$ cat config.mk
export PLATFORM = sky130hd
export DESIGN_NAME = pc_fetch_sequencer_flat
export DESIGN_NICKNAME = d
export VERILOG_FILES = /design/src/rtl/pc_fetch_sequencer_if.sv /design/src/rtl/pc_fetch_sequencer.sv /design/src/flat_wrapper.sv
export SDC_FILE = /design/constraint.sdc
export NUM_CORES = 1
export LEC_CHECK = 0
export BUFFER_PORTS_ARGS = -buffer_cell sky130_fd_sc_hd__buf_2
export CAP_MARGIN = 20
export CELL_PAD_IN_SITES_DETAIL_PLACEMENT = 1
export CELL_PAD_IN_SITES_GLOBAL_PLACEMENT = 1
export CORE_UTILIZATION = 35
export CTS_CLUSTER_DIAMETER = 150
export DETAILED_ROUTE_END_ITERATION = 10
export PLACE_DENSITY = 0.79
export SLEW_MARGIN = 15
export SYNTH_ARGS = -nofsm -noshare
export SYNTH_HDL_FRONTEND = slang
export SYNTH_SLANG_ARGS = --single-unit
export TNS_END_PERCENT = 10
$ cat constraint.sdc
create_clock -name Clk -period 2.8 [get_ports Clk]
set_input_delay 0.28 -clock Clk [delete_from_list [all_inputs] [get_ports Clk]]
set_output_delay 0.28 -clock Clk [all_outputs]
set_load 0.01 [all_outputs]
$ cat src/rtl/pc_fetch_sequencer_if.sv
// pc_fetch_sequencer_if
// Groups every non-clock, non-reset signal of the fetch sequencer:
//   decode side  : Stall (in), InstrValid/Instr/InstrPc (out)
//   PC adder     : PcNext (out), BranchTarget (in)
//   redirects    : Branch/Jump strobes and JumpTarget (in), sticky AlignErr (out)
//   imem bus     : ImemReq/ImemAddr (out), ImemReady/ImemData (in)
// master = the sequencer's view, slave = the surrounding environment.
interface pc_fetch_sequencer_if;
  logic        Stall;
  logic        Branch;
  logic [31:0] BranchTarget;
  logic        Jump;
  logic [31:0] JumpTarget;
  logic        ImemReq;
  logic [31:0] ImemAddr;
  logic        ImemReady;
  logic [31:0] ImemData;
  logic        InstrValid;
  logic [31:0] Instr;
  logic [31:0] InstrPc;
  logic [31:0] PcNext;
  logic        AlignErr;

  modport master (
    input  Stall, Branch, BranchTarget, Jump, JumpTarget, ImemReady, ImemData,
    output ImemReq, ImemAddr, InstrValid, Instr, InstrPc, PcNext, AlignErr
  );

  modport slave (
    output Stall, Branch, BranchTarget, Jump, JumpTarget, ImemReady, ImemData,
    input  ImemReq, ImemAddr, InstrValid, Instr, InstrPc, PcNext, AlignErr
  );
endinterface

$ cat src/rtl/pc_fetch_sequencer.sv
// pc_fetch_sequencer
// Program counter plus instruction-fetch sequencer. Issues fetches to
// instruction memory over a req/ready handshake, buffers one fetched
// instruction for decode, exports PcNext (InstrPc + PC_STEP) to the branch
// target adder and accepts branch/jump redirects.
// Ports:
//   Clk   - rising-edge clock
//   Reset - synchronous, active-high reset
//   bus   - pc_fetch_sequencer_if.master (decode, redirect and imem signals)
module pc_fetch_sequencer #(
  parameter logic [31:0] RESET_VECTOR = 32'h0000_0000,
  parameter int unsigned PC_STEP      = 4
) (
  input logic                  Clk,
  input logic                  Reset,
  pc_fetch_sequencer_if.master bus
);

  localparam logic [31:0] STEP = 32'(PC_STEP);

  typedef enum logic [1:0] {
    IDLE,
    FETCH,
    DISCARD
  } state_t;

  state_t      r_state;
  logic [31:0] r_pc;
  logic [31:0] r_imemAddr;
  logic        r_imemReq;
  logic        r_instrValid;
  logic [31:0] r_instr;
  logic [31:0] r_instrPc;
  logic        r_alignErr;

  logic        w_full;
  logic        w_req;
  logic        w_fire;
  logic        w_outstanding;
  logic        w_consume;
  logic        w_redirect;
  logic [31:0] w_rawTarget;
  logic [31:0] w_target;
  logic        w_misaligned;
  logic [31:0] w_pcInc;

  // The request is masked in the same cycle the buffer is full, so a
  // completing fetch can never overwrite an instruction decode has not taken.
  assign w_full        = r_instrValid & bus.Stall;
  assign w_req         = r_imemReq & ~w_full;
  assign w_fire        = w_req & bus.ImemReady;
  assign w_outstanding = w_req & ~bus.ImemReady;
  assign w_consume     = r_instrValid & ~bus.Stall;

  // Jump outranks Branch; the target is word-aligned by dropping bits [1:0].
  assign w_redirect   = bus.Jump | bus.Branch;
  assign w_rawTarget  = bus.Jump ? bus.JumpTarget : bus.BranchTarget;
  assign w_target     = {w_rawTarget[31:2], 2'b00};
  assign w_misaligned = |w_rawTarget[1:0];
  assign w_pcInc      = r_pc + STEP;

  assign bus.ImemReq    = w_req;
  assign bus.ImemAddr   = r_imemAddr;
  assign bus.InstrValid = r_instrValid;
  assign bus.Instr      = r_instr;
  assign bus.InstrPc    = r_instrPc;
  assign bus.PcNext     = r_instrPc + STEP;
  assign bus.AlignErr   = r_alignErr;

  // During DISCARD the redirect target already sits in r_pc while r_imemAddr
  // keeps the old address, so the outstanding request stays stable until the
  // memory answers; a later redirect simply overwrites r_pc again.
  always_ff @(posedge Clk) begin
    if (Reset) begin
      r_state      <= IDLE;
      r_pc         <= RESET_VECTOR;
      r_imemAddr   <= RESET_VECTOR;
      r_imemReq    <= 1'b0;
      r_instrValid <= 1'b0;
      r_instr      <= 32'h0;
      r_instrPc    <= 32'h0;
      r_alignErr   <= 1'b0;
    end else if (w_redirect) begin
      r_instrValid <= 1'b0;
      if (w_misaligned) begin
        r_alignErr <= 1'b1;
      end
      r_pc      <= w_target;
      r_imemReq <= 1'b1;
      if (w_outstanding) begin
        r_state <= DISCARD;
      end else begin
        r_state    <= FETCH;
        r_imemAddr <= w_target;
      end
    end else begin
      case (r_state)
        IDLE: begin
          r_state    <= FETCH;
          r_imemReq  <= 1'b1;
          r_imemAddr <= r_pc;
        end
        FETCH: begin
          if (w_fire) begin
            r_instr      <= bus.ImemData;
            r_instrPc    <= r_pc;
            r_instrValid <= 1'b1;
            r_pc         <= w_pcInc;
            r_imemAddr   <= w_pcInc;
          end else if (w_consume) begin
            r_instrValid <= 1'b0;
          end
        end
        DISCARD: begin
          if (bus.ImemReady) begin
            r_state    <= FETCH;
            r_imemAddr <= r_pc;
          end
        end
        default: begin
          r_state   <= IDLE;
          r_imemReq <= 1'b0;
        end
      endcase
    end
  end

endmodule

$ cat src/flat_wrapper.sv
// flat-port wrapper written by rule: the top's interface ports become plain ports
module pc_fetch_sequencer_flat 
#(
  parameter logic [31:0] RESET_VECTOR = 32'h0000_0000,
  parameter int unsigned PC_STEP      = 4
)
  (Clk, Reset, bus_Stall, bus_Branch, bus_BranchTarget, bus_Jump, bus_JumpTarget, bus_ImemReady, bus_ImemData, bus_ImemReq, bus_ImemAddr, bus_InstrValid, bus_Instr, bus_InstrPc, bus_PcNext, bus_AlignErr);
  pc_fetch_sequencer_if bus_i ();
  input logic Clk;
  input logic Reset;
  input wire logic [$bits(bus_i.Stall)-1:0] bus_Stall;
  input wire logic [$bits(bus_i.Branch)-1:0] bus_Branch;
  input wire logic [$bits(bus_i.BranchTarget)-1:0] bus_BranchTarget;
  input wire logic [$bits(bus_i.Jump)-1:0] bus_Jump;
  input wire logic [$bits(bus_i.JumpTarget)-1:0] bus_JumpTarget;
  input wire logic [$bits(bus_i.ImemReady)-1:0] bus_ImemReady;
  input wire logic [$bits(bus_i.ImemData)-1:0] bus_ImemData;
  output wire logic [$bits(bus_i.ImemReq)-1:0] bus_ImemReq;
  output wire logic [$bits(bus_i.ImemAddr)-1:0] bus_ImemAddr;
  output wire logic [$bits(bus_i.InstrValid)-1:0] bus_InstrValid;
  output wire logic [$bits(bus_i.Instr)-1:0] bus_Instr;
  output wire logic [$bits(bus_i.InstrPc)-1:0] bus_InstrPc;
  output wire logic [$bits(bus_i.PcNext)-1:0] bus_PcNext;
  output wire logic [$bits(bus_i.AlignErr)-1:0] bus_AlignErr;
  assign bus_i.Stall = bus_Stall;
  assign bus_i.Branch = bus_Branch;
  assign bus_i.BranchTarget = bus_BranchTarget;
  assign bus_i.Jump = bus_Jump;
  assign bus_i.JumpTarget = bus_JumpTarget;
  assign bus_i.ImemReady = bus_ImemReady;
  assign bus_i.ImemData = bus_ImemData;
  assign bus_ImemReq = bus_i.ImemReq;
  assign bus_ImemAddr = bus_i.ImemAddr;
  assign bus_InstrValid = bus_i.InstrValid;
  assign bus_Instr = bus_i.Instr;
  assign bus_InstrPc = bus_i.InstrPc;
  assign bus_PcNext = bus_i.PcNext;
  assign bus_AlignErr = bus_i.AlignErr;
  pc_fetch_sequencer #(.RESET_VECTOR(RESET_VECTOR), .PC_STEP(PC_STEP)) u_core (.Clk(Clk), .Reset(Reset), .bus(bus_i));
endmodule
==> results.ini, run 1 <==
[run_status]
status=finished, final reports clean

[floorplan]
num_rows=51
core_sq_um=19460
dieHeight_um=142.9
die_area_sq_um=20430
io_pins=233
start_util_pct=35.72
die_w_um=142.9

[yosys]
muxShareOfSynthArea_pct=0.5759
synth_flop_cell=dfxtp_1
synthAdderAreaFrac_pct=0.8998
synth_xor_area_share_pct=5.417
yosys.cell_types.count=70
synth.top_cell.area_share_pct=36.57
syn_avg_cell_area_sq_um=7.649
ys_seq_area_share_pct=36.57
synth_area_sq_um=6953
syn_inst=909
synth-simple-area-share_pct=26.26
synthArstFlopShare_pct=0
synth_edf_count=0
synth_compound_area_share_pct=23.56
synth.top_cells.by_area=dfxtp_1 (37%), nand2_1 (9.4%), a21oi_1 (7.3%)
yosysWarnings=0
synth_top_family_by_area=simple AND/OR/NAND/NOR gates
ys_ff_latch=127
synth_top_area_cell=dfxtp_1

[worst_setup_path]
required_ps=2520
worstSetupStartpoint=u_core.bus.InstrPc[4]
reg2reg_from=u_core.r_state[1]
r2r-end=u_core.bus.ImemAddr[31]
worstPathArrival_ps=2440
worst-path-max-fanout=7
endpoint=bus_PcNext[31]
critPathKind=flip-flop to output port
regToRegSetupSlack_ps=240
endpoint_kind=output port
reg2regPathDepth=10
start_kind=flip-flop

[pwr]
p_sw_share_pct=27.28
intPower_w=0.003691
fin_total_pwr_w=0.005076
p_leak_nw=3.710
power_switching_w=0.001385
ir_worst_vdd_mv=0.4134
pwr-share-clk_pct=48.2
p_per_area_nw_per_um2=563.7
power_frac_comb_pct=13.0
pwr-share-seq_pct=38.8

[finish]
layout_common_cells=buf_2 (225), nand2_1 (174), dfxtp_1 (127), a21oi_1 (101), nor2_1 (53)
antenna_cells=0
nFillCells=2443
multi_input_area_sq_um=3998
design_area_sq_um=9005
seq_area_sq_um=2542
final_nets=1214
area_delta_synth_final_pct=29.51
final_cells=1385
post-route-util_pct=46.27
drive_above_1_share_pct=28.39
layout_commonest_cell=buf_2

[detailed_routing]
drtIter0Drc=389
drt-total-wl_um=24550
wl_met3_um=1270
ant_nets=0
top_layer=met4
wl_met2_um=12050
drt-pass1-iter-count=5
via_count=7557
route.detailed.drc=0
wl_per_cell_um=17.72
viasPerCell=5.456
met1Wirelength_um=10730

[flow_run]
cap_violations=0

[place]
port_buffers=226
routabilityCongestion=0.8282
dp.final_hpwl_um=17480
dpl_cell_area_sq_um=8342
dp_cells=1353

[clocking]
insertion_delay_ps=430
clock-sinks=127
root_buffer=clkbuf_16
cts_hold_buffers=0
htreeDepth=4
cts.path.max_buffers=2
cts_tree=yes
clkTransAtPathRegs_ps=60
cts_buffers=17

[sta]
fin_crit_ps=2716
worst_pin_slew_ps=1078
slew_headroom_pct=27.94
timing.final.crit_share_pct=97.01
setup-violations-final=0
drv_slew=0
fmax_ghz=0.3682
hold_viol_final=0
rsz0062_at_grt=yes
tns_ps=0
clock_skew_ps=10.92

[global_route]
grt_max_degree=76
grt_pass1_wl_um=38200
antenna_found_initial=0
grt_pass1_vias=7346
grt_overflow=0
track_usage_pct=23.91

[hold_path]
hp-start=bus_ImemData[7]
hold_depth=3
hold_path.class=input pin to flip-flop

registers in the layout, indices dropped and copies added, names as in the netlist:
| name | flops |
|---|---|
| u_core.bus.Instr | 32 |
| u_core.bus.ImemAddr | 30 |
| u_core.bus.InstrPc | 30 |
| u_core.r_pc | 30 |
| u_core.r_state | 2 |
| u_core.bus.AlignErr | 1 |
| u_core.bus.InstrValid | 1 |
| u_core.r_imemReq | 1 |
worst min-delay path by stage:
stage	endpoint	slack [ps]
floorplan	u_core.bus.Instr[0]	420
global placement	u_core.bus.Instr[23]	440
detailed placement	u_core.bus.Instr[23]	440
CTS	u_core.bus.Instr[7]	80
global route	u_core.bus.Instr[7]	90
finish	u_core.bus.Instr[7]	90
per-layer routing:
metal  global-route usage, %  up-vias
li1                        -     3655
met1                   29.96     3639
met2                   40.98      227
met3                   3.856       36
met4                   8.998        0
met5                       0        -
Yosys cell counts (13+ instances only):
library cell  count
nand4_1          23
a211oi_1         17
a311oi_1         14
clkbuf_1         42
a21oi_1         101
a22oi_1          16
o21ai_0          28
xnor2_1          33
buf_2            25
nand3_1          32
nor3_1           32
nand2_1         175
and3_1           13
nor2_1           54
and4_1           15
dfxtp_1         127
per-stage QoR:
| stage | setup slack [ps] | hold slack [ps] |
|---|---|---|
| after global routing | -66.74 | 88.32 |
| after CTS | 5.110 | 76.04 |
| final | 83.73 | 85.97 |
| after detailed placement | 273.4 | 443.5 |
| after global placement | 330.1 | 439.3 |
| after floorplan | 835.1 | 416.0 |
repair_timing:
action | in CTS | in global routing
buffers inserted | 0 | 0
gates resized for setup | 0 | 4
setup endpoints to repair | 0 | 11
cells by family after synthesis:
| group | count (synthesis) |
|---|---|
| simple gates | 383 |
| compound gates | 247 |
| other cells | 1 |
| fa+ha+maj | 5 |
| flops | 127 |
| mux | 4 |
| xor+xnor | 43 |
| buf+inv | 99 |
power groups by stage:
stage               sequential, W  combinational, W  clock [W]
finish                    0.00197          0.000659    0.00245
global route              0.00198          0.000721    0.00256
CTS                       0.00197          0.000663    0.00248
floorplan                 0.00200          0.000389          0
detailed placement        0.00201          0.000658          0
global placement          0.00200          0.000645          0
critical path, stage by stage (launching register included):
cell and delay [ps]:
dfxtp_1 450, and4_1 290, nand4_1 440, nor3_2 390, nand4_1 160, xnor2_1 150
buf_2 150
final cells by class:
cell class | count | area share (%)
inverter | 13 | 0.5419
tap | 265 | 3.682
multi-input combinational | 688 | 44.39
timing repair buffer | 260 | 15.98
clock buffer | 18 | 4.877
sequential | 127 | 28.23
clock inverter | 14 | 2.293
(Power assumes the default switching activity.)
==> run 2, diff against run 1 <==
--- a/config.mk
+++ b/config.mk
@@ -5,13 +5,14 @@
 export SDC_FILE = /design/constraint.sdc
 export NUM_CORES = 1
 export LEC_CHECK = 0
-export BUFFER_PORTS_ARGS = -buffer_cell sky130_fd_sc_hd__buf_2
+export BUFFER_PORTS_ARGS = -buffer_cell sky130_fd_sc_hd__clkbuf_2
 export CAP_MARGIN = 20
 export CELL_PAD_IN_SITES_DETAIL_PLACEMENT = 1
 export CELL_PAD_IN_SITES_GLOBAL_PLACEMENT = 1
 export CORE_UTILIZATION = 35
 export CTS_CLUSTER_DIAMETER = 150
 export DETAILED_ROUTE_END_ITERATION = 10
+export MAX_ROUTING_LAYER = met4
 export PLACE_DENSITY = 0.79
 export SLEW_MARGIN = 15
 export SYNTH_ARGS = -nofsm -noshare
==> results.ini, run 2 (synthesized netlist as in run 1, its figures left out) <==
[floorplan]
core_sq_um=19460  ; unchanged
die_area_sq_um=20430  ; unchanged
num_rows=51  ; unchanged
die_w_um=142.9  ; unchanged
io_pins=233  ; unchanged
start_util_pct=35.72  ; unchanged
dieHeight_um=142.9  ; unchanged

[worst_setup_path]
crit_path_cell_trace=and4_1 -> nand4_1 -> nor3_1 -> nand4_1 -> xnor2_1 -> clkbuf_2
endpoint_kind=output port
cp_top_family=simple AND/OR/NAND/NOR gates
reg2regPathDepth=7  ; -3
max_stage_delay_ps=460  ; about the same
path_buf_inv=1  ; unchanged
crit_path_top_delay_cell=nor3_1
worst-path-max-fanout=7  ; unchanged
worstPathArrival_ps=2440  ; about the same
cp.depth=6  ; unchanged
start_kind=flip-flop
critPathMostFrequentCell=nand4_1
critPathKind=flip-flop to output port
required_ps=2520  ; about the same

[detailed_routing]
via_count=7539  ; -0.24%
ant_nets=0  ; unchanged
wl_per_cell_um=17.83  ; +0.60%
route.detailed.drc=0  ; unchanged
drtIter0Drc=506  ; +30%
viasPerCell=5.455  ; about the same
drt-pass1-iter-count=5  ; unchanged
drt-total-wl_um=24640  ; +0.38%

[finish]
final_cells=1382  ; -0.22%
largest_reg_flops=32  ; unchanged
antenna_cells=0  ; unchanged
design_area_sq_um=8969  ; -0.40%
final_nets=1211  ; -0.25%
layout_common_cells=clkbuf_2 (225), nand2_1 (174), dfxtp_1 (127), a21oi_1 (101), nor2_1 (54)
layout_commonest_cell=clkbuf_2
drive_above_1_share_pct=27.93  ; -0.46 points
area_delta_synth_final_pct=28.99

[pwr]
ir_worst_vdd_mv=0.4258  ; +3.0%
p_leak_nw=3.617  ; -2.5%
p_per_area_nw_per_um2=569.7  ; +1.1%

[clocking]
clkTransAtPathRegs_ps=60  ; about the same
cts_buffers=17  ; unchanged
cts.path.max_buffers=2  ; unchanged
clock-sinks=127  ; unchanged
root_buffer=clkbuf_16
insertion_delay_ps=420  ; about the same
cts_tree=yes
htreeDepth=4  ; unchanged

[place]
dp_cells=1350  ; -0.22%
dpl_cell_area_sq_um=8307  ; -0.42%
place_ws_ps=500.6  ; +227.3 ps
routabilityCongestion=0.9070  ; +9.5%
port_buffers=226  ; unchanged
dp.final_hpwl_um=18080  ; +3.5%

[sta]
setup-violations-final=0  ; unchanged
timing.final.crit_share_pct=97.14  ; +0.13 points
drv_slew=0  ; unchanged
worst_pin_slew_ps=827.4  ; -250.9 ps
hold_viol_final=0  ; unchanged
fin_ws_ps=80.21  ; -3.520 ps
rsz0062_at_grt=yes
clock_skew_ps=7.925  ; -2.995 ps
slew_headroom_pct=44.84  ; +17 points
fin_crit_ps=2720  ; +3.520 ps
holdWs_ps=75.11  ; -10.86 ps
fmax_ghz=0.3677  ; -0.13%

[global_route]
grt_max_degree=75  ; -1.3%
track_usage_pct=25.01  ; +1.1 points
grt_pass1_vias=7377  ; +0.42%
antenna_found_initial=0  ; unchanged
grt_pass1_wl_um=38980  ; +2.0%
grt_overflow=0  ; unchanged

[hold_path]
hold_depth=3  ; unchanged
hold_path.class=input pin to flip-flop

[run_status]
status=finished, final reports clean

[flow_run]
cap_violations=0  ; unchanged

==> run 2: cell count changes in the layout (fill, tap and decap cells not counted), sizes merged <==
| cell | change |
|---|---|
| clkinv | -2 |
| clkinvlp | -2 |
| buf | -228 |
| bufinv | +1 |
| clkbuf | +225 |
| inv | +3 |
==> run 2: per-layer routing <==
metal / wire (um) / global-route usage [%] / vias to the layer above
met5: 0 / - / -
met4: 530 / 8.376 / 0
met3: 1242 / 4.125 / 38
met2: 11950 / 40.87 / 251
met1: 10920 / 31.19 / 3595
li1: - / - / 3655
==> run 2: report_power, final <==
group / internal (W) / leakage [nW] / total (W) / switching (W)
registers: 0.00189 / 1.04 / 0.00197 / 0.0000823
clock network: 0.00160 / 0.317 / 0.00249 / 0.000888
logic: 0.000263 / 2.26 / 0.000648 / 0.000385
==> run 2: stage by stage <==
stage,utilization [%],total power (W),setup TNS [ps]
final,46.08,0.005109,0
after global placement,42.68,0.002639,0
after global routing,46.08,0.005285,-310.5
after floorplan,-,0.002387,0
after CTS,46.06,0.005148,0
after detailed placement,42.68,0.002653,0
==> run 2: path summary, 6_finish.rpt <==
path	slack, ps	to	from
min reg2reg	450	u_core.bus.Instr[9]	u_core.bus.Instr[9]
max	80	bus_PcNext[31]	u_core.bus.InstrPc[4]
min	80	u_core.bus.Instr[19]	bus_ImemData[19]
max reg2reg	430	u_core.bus.ImemAddr[22]	u_core.r_pc[3]
==> run 2: final cells by class <==
| class | instances | area, sq um |
|---|---|---|
| timing repair buffer | 257 | 1404 |
| multi-input combinational | 688 | 3985 |
| clock inverter | 14 | 227.7 |
| inverter | 13 | 48.80 |
| sequential | 127 | 2542 |
| fill | 2480 | 10490 |
| clock buffer | 18 | 429.2 |
| tap | 265 | 331.6 |
==> run 2: tightest hold or removal path, cell delays in order <==
cell	delay [ps]
clkbuf_2	80
nand2_1	40
a21oi_1	50
==> run 2: what timing repair did <==
item,CTS,global route
setup endpoints to repair,0,9
resized for setup,0,1
setup buffers,0,0
hold buffers,0,0
